### src/rtl/rs_age.sv
// Age-ordered reservation station.
// Entries move EMPTY -> WAITING (allocate) -> ISSUED (issue handshake) -> EMPTY (free).
// An age matrix (older_q[j][i] = entry j was allocated before entry i) picks the
// oldest ready entry regardless of slot index, so ordering survives wrap-around.
// Handshakes: a transfer happens on a rising edge where valid && ready are both high;
// once issue_valid is high and issue_ready is low, the offered entry is held until accepted.
// Optional feature: define RS_CDB_WAKEUP_BYPASS_EN to let a same-cycle CDB broadcast
// make a waiting entry an issue candidate combinationally.
module rs_age #(
    parameter int RS_DEPTH  = 8,
    parameter int N_CDB     = 2,
    parameter int PREG_W    = 6,
    parameter int PAYLOAD_W = 64
) (
    input  logic                      clock,
    input  logic                      reset,
    input  logic                      flush,
    input  logic                      alloc_valid,
    output logic                      alloc_ready,
    input  logic [PREG_W-1:0]         alloc_src1_tag,
    input  logic [PREG_W-1:0]         alloc_src2_tag,
    input  logic                      alloc_src1_rdy,
    input  logic                      alloc_src2_rdy,
    input  logic [PAYLOAD_W-1:0]      alloc_payload,
    input  logic [N_CDB-1:0]          cdb_valid,
    input  logic [N_CDB*PREG_W-1:0]   cdb_tag,
    output logic                      issue_valid,
    input  logic                      issue_ready,
    output logic [PAYLOAD_W-1:0]      issue_payload,
    output logic [$clog2(RS_DEPTH)-1:0] issue_idx,
    input  logic                      free_valid,
    input  logic [$clog2(RS_DEPTH)-1:0] free_idx,
    output logic [$clog2(RS_DEPTH):0] count
);
    localparam int IDX_W = $clog2(RS_DEPTH);
    localparam int CNT_W = IDX_W + 1;

    typedef enum logic [1:0] {ST_EMPTY, ST_WAITING, ST_ISSUED} entry_state_t;

    entry_state_t         state_q    [RS_DEPTH];
    logic [PREG_W-1:0]    src1_tag_q [RS_DEPTH];
    logic [PREG_W-1:0]    src2_tag_q [RS_DEPTH];
    logic [PAYLOAD_W-1:0] payload_q  [RS_DEPTH];
    logic [RS_DEPTH-1:0]  older_q    [RS_DEPTH];
    logic [RS_DEPTH-1:0]  src1_rdy_q;
    logic [RS_DEPTH-1:0]  src2_rdy_q;
    logic                 lock_valid_q;
    logic [IDX_W-1:0]     lock_idx_q;

    logic [RS_DEPTH-1:0]  wake1, wake2, cand;
    logic [CNT_W-1:0]     occ;
    logic [IDX_W-1:0]     alloc_idx, oldest_idx, sel_idx;
    logic                 alloc_found, any_cand, blocked;
    logic                 alloc_fire, issue_fire;
    logic                 new_src1_rdy, new_src2_rdy;

    // True when any valid CDB channel broadcasts the given tag.
    function automatic logic cdb_match(input logic [N_CDB-1:0] v,
                                       input logic [N_CDB*PREG_W-1:0] tags,
                                       input logic [PREG_W-1:0] tag);
        logic hit;
        hit = 1'b0;
        for (int k = 0; k < N_CDB; k++) begin
            if (v[k] && (tags[k*PREG_W +: PREG_W] == tag)) hit = 1'b1;
        end
        return hit;
    endfunction

    // Occupancy, wakeup matches, candidates, free-slot and oldest-candidate selection.
    always_comb begin
        occ         = '0;
        wake1       = '0;
        wake2       = '0;
        cand        = '0;
        alloc_idx   = '0;
        alloc_found = 1'b0;
        oldest_idx  = '0;
        any_cand    = 1'b0;
        blocked     = 1'b0;
        for (int i = 0; i < RS_DEPTH; i++) begin
            if (state_q[i] != ST_EMPTY) occ = occ + CNT_W'(1);
            if (state_q[i] == ST_EMPTY && !alloc_found) begin
                alloc_idx   = IDX_W'(i);
                alloc_found = 1'b1;
            end
            wake1[i] = cdb_match(cdb_valid, cdb_tag, src1_tag_q[i]);
            wake2[i] = cdb_match(cdb_valid, cdb_tag, src2_tag_q[i]);
`ifdef RS_CDB_WAKEUP_BYPASS_EN
            cand[i] = (state_q[i] == ST_WAITING) && (src1_rdy_q[i] || wake1[i])
                      && (src2_rdy_q[i] || wake2[i]);
`else
            cand[i] = (state_q[i] == ST_WAITING) && src1_rdy_q[i] && src2_rdy_q[i];
`endif
        end
        for (int i = 0; i < RS_DEPTH; i++) begin
            if (cand[i]) begin
                blocked = 1'b0;
                for (int j = 0; j < RS_DEPTH; j++) begin
                    if (cand[j] && older_q[j][i]) blocked = 1'b1;
                end
                if (!blocked) begin
                    oldest_idx = IDX_W'(i);
                    any_cand   = 1'b1;
                end
            end
        end
    end

    // Output selection: a stalled offer stays locked so payload/index do not move.
    always_comb begin
        sel_idx       = lock_valid_q ? lock_idx_q : oldest_idx;
        issue_valid   = lock_valid_q || any_cand;
        issue_idx     = issue_valid ? sel_idx : '0;
        issue_payload = issue_valid ? payload_q[sel_idx] : '0;
        count         = occ;
        alloc_ready   = (occ < CNT_W'(RS_DEPTH));
        alloc_fire    = alloc_valid && alloc_ready;
        issue_fire    = issue_valid && issue_ready;
        new_src1_rdy  = alloc_src1_rdy || (alloc_src1_tag == '0)
                        || cdb_match(cdb_valid, cdb_tag, alloc_src1_tag);
        new_src2_rdy  = alloc_src2_rdy || (alloc_src2_tag == '0)
                        || cdb_match(cdb_valid, cdb_tag, alloc_src2_tag);
    end

    // Entry state, wakeup, age matrix and issue lock; reset/flush override everything.
    always_ff @(posedge clock) begin
        if (reset || flush) begin
            for (int i = 0; i < RS_DEPTH; i++) begin
                state_q[i] <= ST_EMPTY;
                older_q[i] <= '0;
            end
            src1_rdy_q   <= '0;
            src2_rdy_q   <= '0;
            lock_valid_q <= 1'b0;
            lock_idx_q   <= '0;
        end else begin
            for (int i = 0; i < RS_DEPTH; i++) begin
                if (state_q[i] == ST_WAITING) begin
                    if (wake1[i]) src1_rdy_q[i] <= 1'b1;
                    if (wake2[i]) src2_rdy_q[i] <= 1'b1;
                end
                if (free_valid && (free_idx == IDX_W'(i)) && (state_q[i] == ST_ISSUED))
                    state_q[i] <= ST_EMPTY;
            end
            if (issue_fire) state_q[sel_idx] <= ST_ISSUED;
            if (alloc_fire) begin
                state_q[alloc_idx]    <= ST_WAITING;
                src1_tag_q[alloc_idx] <= alloc_src1_tag;
                src2_tag_q[alloc_idx] <= alloc_src2_tag;
                src1_rdy_q[alloc_idx] <= new_src1_rdy;
                src2_rdy_q[alloc_idx] <= new_src2_rdy;
                payload_q[alloc_idx]  <= alloc_payload;
                // The new entry is younger than every other slot.
                older_q[alloc_idx]    <= '0;
                for (int j = 0; j < RS_DEPTH; j++) begin
                    if (IDX_W'(j) != alloc_idx) older_q[j][alloc_idx] <= 1'b1;
                end
            end
            lock_valid_q <= issue_valid && !issue_ready;
            lock_idx_q   <= sel_idx;
        end
    end
endmodule

### config.mk
export PLATFORM = sky130hd
export DESIGN_NAME = rs_age
export DESIGN_NICKNAME = d
export VERILOG_FILES = /design/src/rtl/rs_age.sv
export SDC_FILE = /design/constraint.sdc
export NUM_CORES = 1
export LEC_CHECK = 0
export CAP_MARGIN = 10
export CORE_MARGIN = 5
export CORE_UTILIZATION = 54
export CTS_CLUSTER_DIAMETER = 100
export DETAILED_ROUTE_END_ITERATION = 6
export PLACE_DENSITY = 0.76
export REMOVE_ABC_BUFFERS = 1
export SLEW_MARGIN = 20
export SYNTH_ARGS = -nofsm -noshare
export SYNTH_HDL_FRONTEND = slang
export SYNTH_SLANG_ARGS = --single-unit
### constraint.sdc
create_clock -name clock -period 12.3 [get_ports clock]
set_input_delay 1.845 -clock clock [delete_from_list [all_inputs] [get_ports clock]]
set_output_delay 1.845 -clock clock [all_outputs]
set_load 0.1 [all_outputs]
==> reports/summary.txt <==
status: finished, final reports clean
worst-path fanout max: 13
crit start category: flip-flop
Storage cell area: 20,300 um2
Initial DRC Count: 1,745
CTS Buffer Depth: 3
sequential area share after synthesis: 67.6%
multi-input logic area: 9170 um2
first-pass GRT wire length: 108 mm
Die Ht: 246 um
die area: 60,300 um2
vias in the first global route: 19,100
Synth top cells by count: edfxtp_1 (608), nand2_1 (307), mux2i_1 (192)
top-area cell type share of the netlist area: 60.9%
XOR/XNOR share of the synthesized area: 6.96%
Post-Synth Simple-Gate Area: 10.5%
DR vias/cell: 5.98
Yosys cell types: 64
RSZ-0062 raised after global routing: no
antenna-violating nets left: 0
# Max-Cap Violations: 0
Synth Instances: 2,173
I/O pin count: 174
post-synthesis adder-cell area fraction: 0.376%
Layout Nets: 2,437
HP Class: reg -> reg
largest net degree at the start of global routing: 99
Period Utilization, post-route: 69.3%
WL/cell: 22.9 um
Die Span X: 246 um
cell row count: 86
final WL: 71.7 mm
Final min period: 8520 ps
number of flops mapped to enable cells by yosys: 608
Yosys reg bits: 708
Placed Area: 32,500 um2
DRT Pass-1 Iters: 6
Setup Buffers After CTS: 0
WP data required: 10,450 ps
Syn Area/Cell: 13.8 um2
synth warn: 0
final hold violation count: 0
Finished Cell Area: 34,800 um2
max_slew headroom: 25.6%
Post-CTS Resized: 0
layout filler cell count: 4,007
Max Clk Rate: 0.117 GHz
Mapped Area: 30,000 um2
Cell Pwr Density: 141 nW/um2
clk slew on worst S/H paths: 60 ps
vias post-DR: 18,700
Async S/R FF share, synth: 0%
CTS tree: built
share of layout cells above drive strength 1: 7.59%
Overall Global Routing Usage: 23.2%
Worst Path Arrival: 6680 ps
Crit Path Class: reg -> out
area of the core: 55,100 um2
placed cell count: 2,999
initial antenna violation count: 10
Yosys top cell by area: edfxtp_1
Leak Pwr: 0.0111 uW
endpoints failing setup: 0
cts bufs inserted: 73
largest family of logic cells by synthesized area: simple AND/OR/NAND/NOR gates
Skew-Pair Late Insertion Delay: 620 ps
top area cells in the synthesized netlist: edfxtp_1 (61%), dfxtp_1 (6.7%), mux2i_1 (6.4%)
CTS Hold Bufs: 0
hpwl dp: 39.7 mm
Tightest Pin Transition: 1110 ps
CP Capture Type: output pin
Setup Skew: 25.8 ps
Final WS setup: 3780 ps
Pins Over Slew Limit: 0
compound-gate portion of the synthesized area: 6.07%
Synth Flop Type: edfxtp_1
Congestion Overflow GR: 0
mux cell area share after synthesis: 6.45%
clk root buf: clkbuf_16
most frequent cell after synthesis: edfxtp_1
VDD IR max: 0.120 mV
worst slack, placed: 4520 ps
P&R area growth vs syn: 16.1%
H-tree lvl count: 3
Starting Density: 54.4%
Port Buffer Count: 173
clk sinks: 708
Post-Layout Cell Count: 3,135
GPL Wtd Cong: 0.854
# DRC: 0
[sequential cells by signal (all words and copies together) (netlist names)]
| signal | flops |
|---|---|
| payload_q | 512 |
| older_q | 64 |
| src1_tag_q | 48 |
| src2_tag_q | 48 |
| state_q | 16 |
| src1_rdy_q | 8 |
| src2_rdy_q | 8 |
| lock_idx_q | 3 |
| lock_valid_q | 1 |
[critical path, stage by stage (launching register included)]
cell and delay (ps):
dfxtp_1 330, or2_2 350, ha_1 380, xor2_1 190, ha_1 330, o21ai_0 120
nand2_1 90, ha_1 280, or2_2 320, nand2_1 70, inv_1 50, ha_1 270
and2_1 140, a31oi_1 300, inv_1 90, ha_1 210, xor3_1 360, nor3b_1 300
o211ai_2 170, xor2_2 180, buf_4 300, clkdlybuf4s50_1 1200
[kinds of logic (layout without fill, tap and decap cells)]
family / Yosys count / after routing
other: 0 / 3
AND/OR/NAND/NOR: 646 / 646
multiplexers: 193 / 193
AO/OA/AOI/OAI: 237 / 237
XOR/XNOR: 231 / 231
adder cells (fa/ha/maj): 9 / 9
buffers and inverters: 149 / 360
flip-flops: 708 / 708
[routing by layer]
| layer | global-route usage, % | vias to the layer above | part of all wire (%) |
|---|---|---|---|
| met5 | 0 | - | 0.14 |
| met4 | 9.19 | 14 | 3.5 |
| met3 | 5.70 | 186 | 8.5 |
| met2 | 38.5 | 812 | 49 |
| met1 | 29.8 | 9321 | 39 |
| li1 | - | 8416 | - |
[worst paths after layout]
path	startpoint	end	slack, ps	cells after the start
worst max-delay path	state_q[0][0]$_SDFFE_PP1P_	count[3]	3780	21
worst min register to register	older_q[5][5]$_SDFFE_PP0P_	older_q[5][5]$_SDFFE_PP0P_	450	1
worst min-delay path	older_q[5][5]$_SDFFE_PP0P_	older_q[5][5]$_SDFFE_PP0P_	450	1
worst max register to register	state_q[0][0]$_SDFFE_PP1P_	payload_q[2][51]$_DFFE_PP_	4980	23
[placed cells by master, fill, tap and decap left out, types with 35 or more instances in the layout]
cell,instances
xor2_1,70
nand2_1,307
clkdlybuf4s50_1,173
mux2i_1,192
o21a_1,54
dfxtp_1,100
nor2_1,35
a32o_1,64
nand4_1,39
buf_4,39
nand3_1,148
xnor2_1,156
edfxtp_1,608
clkbuf_16,74
[per-stage QoR]
step	utilization, %	total power, uW	setup TNS, ps	hold WS (ps)
floorplan	-	2740	-43210	420
global placement	58.9	2840	0	435
detailed placement	58.9	2840	0	440
CTS	63.2	4960	0	455
global route	63.2	5070	0	475
finish	63.2	4930	0	454
[final cells by class]
cell class,count,share of cell area (%)
antenna,3,0.0216
clock buffer,95,5.63
clock inverter,37,1.07
tap,748,2.69
timing repair buffer,213,5.87
multi-input combinational,1316,26.3
inverter,15,0.205
sequential,708,58.2
[power breakdown]
group	switching (uW)	total (uW)	internal [uW]
logic	104	173	68.7
clock network	910	2130	1220
registers	4.52	2620	2620
No activity file was read; power rests on OpenSTA's default activity.
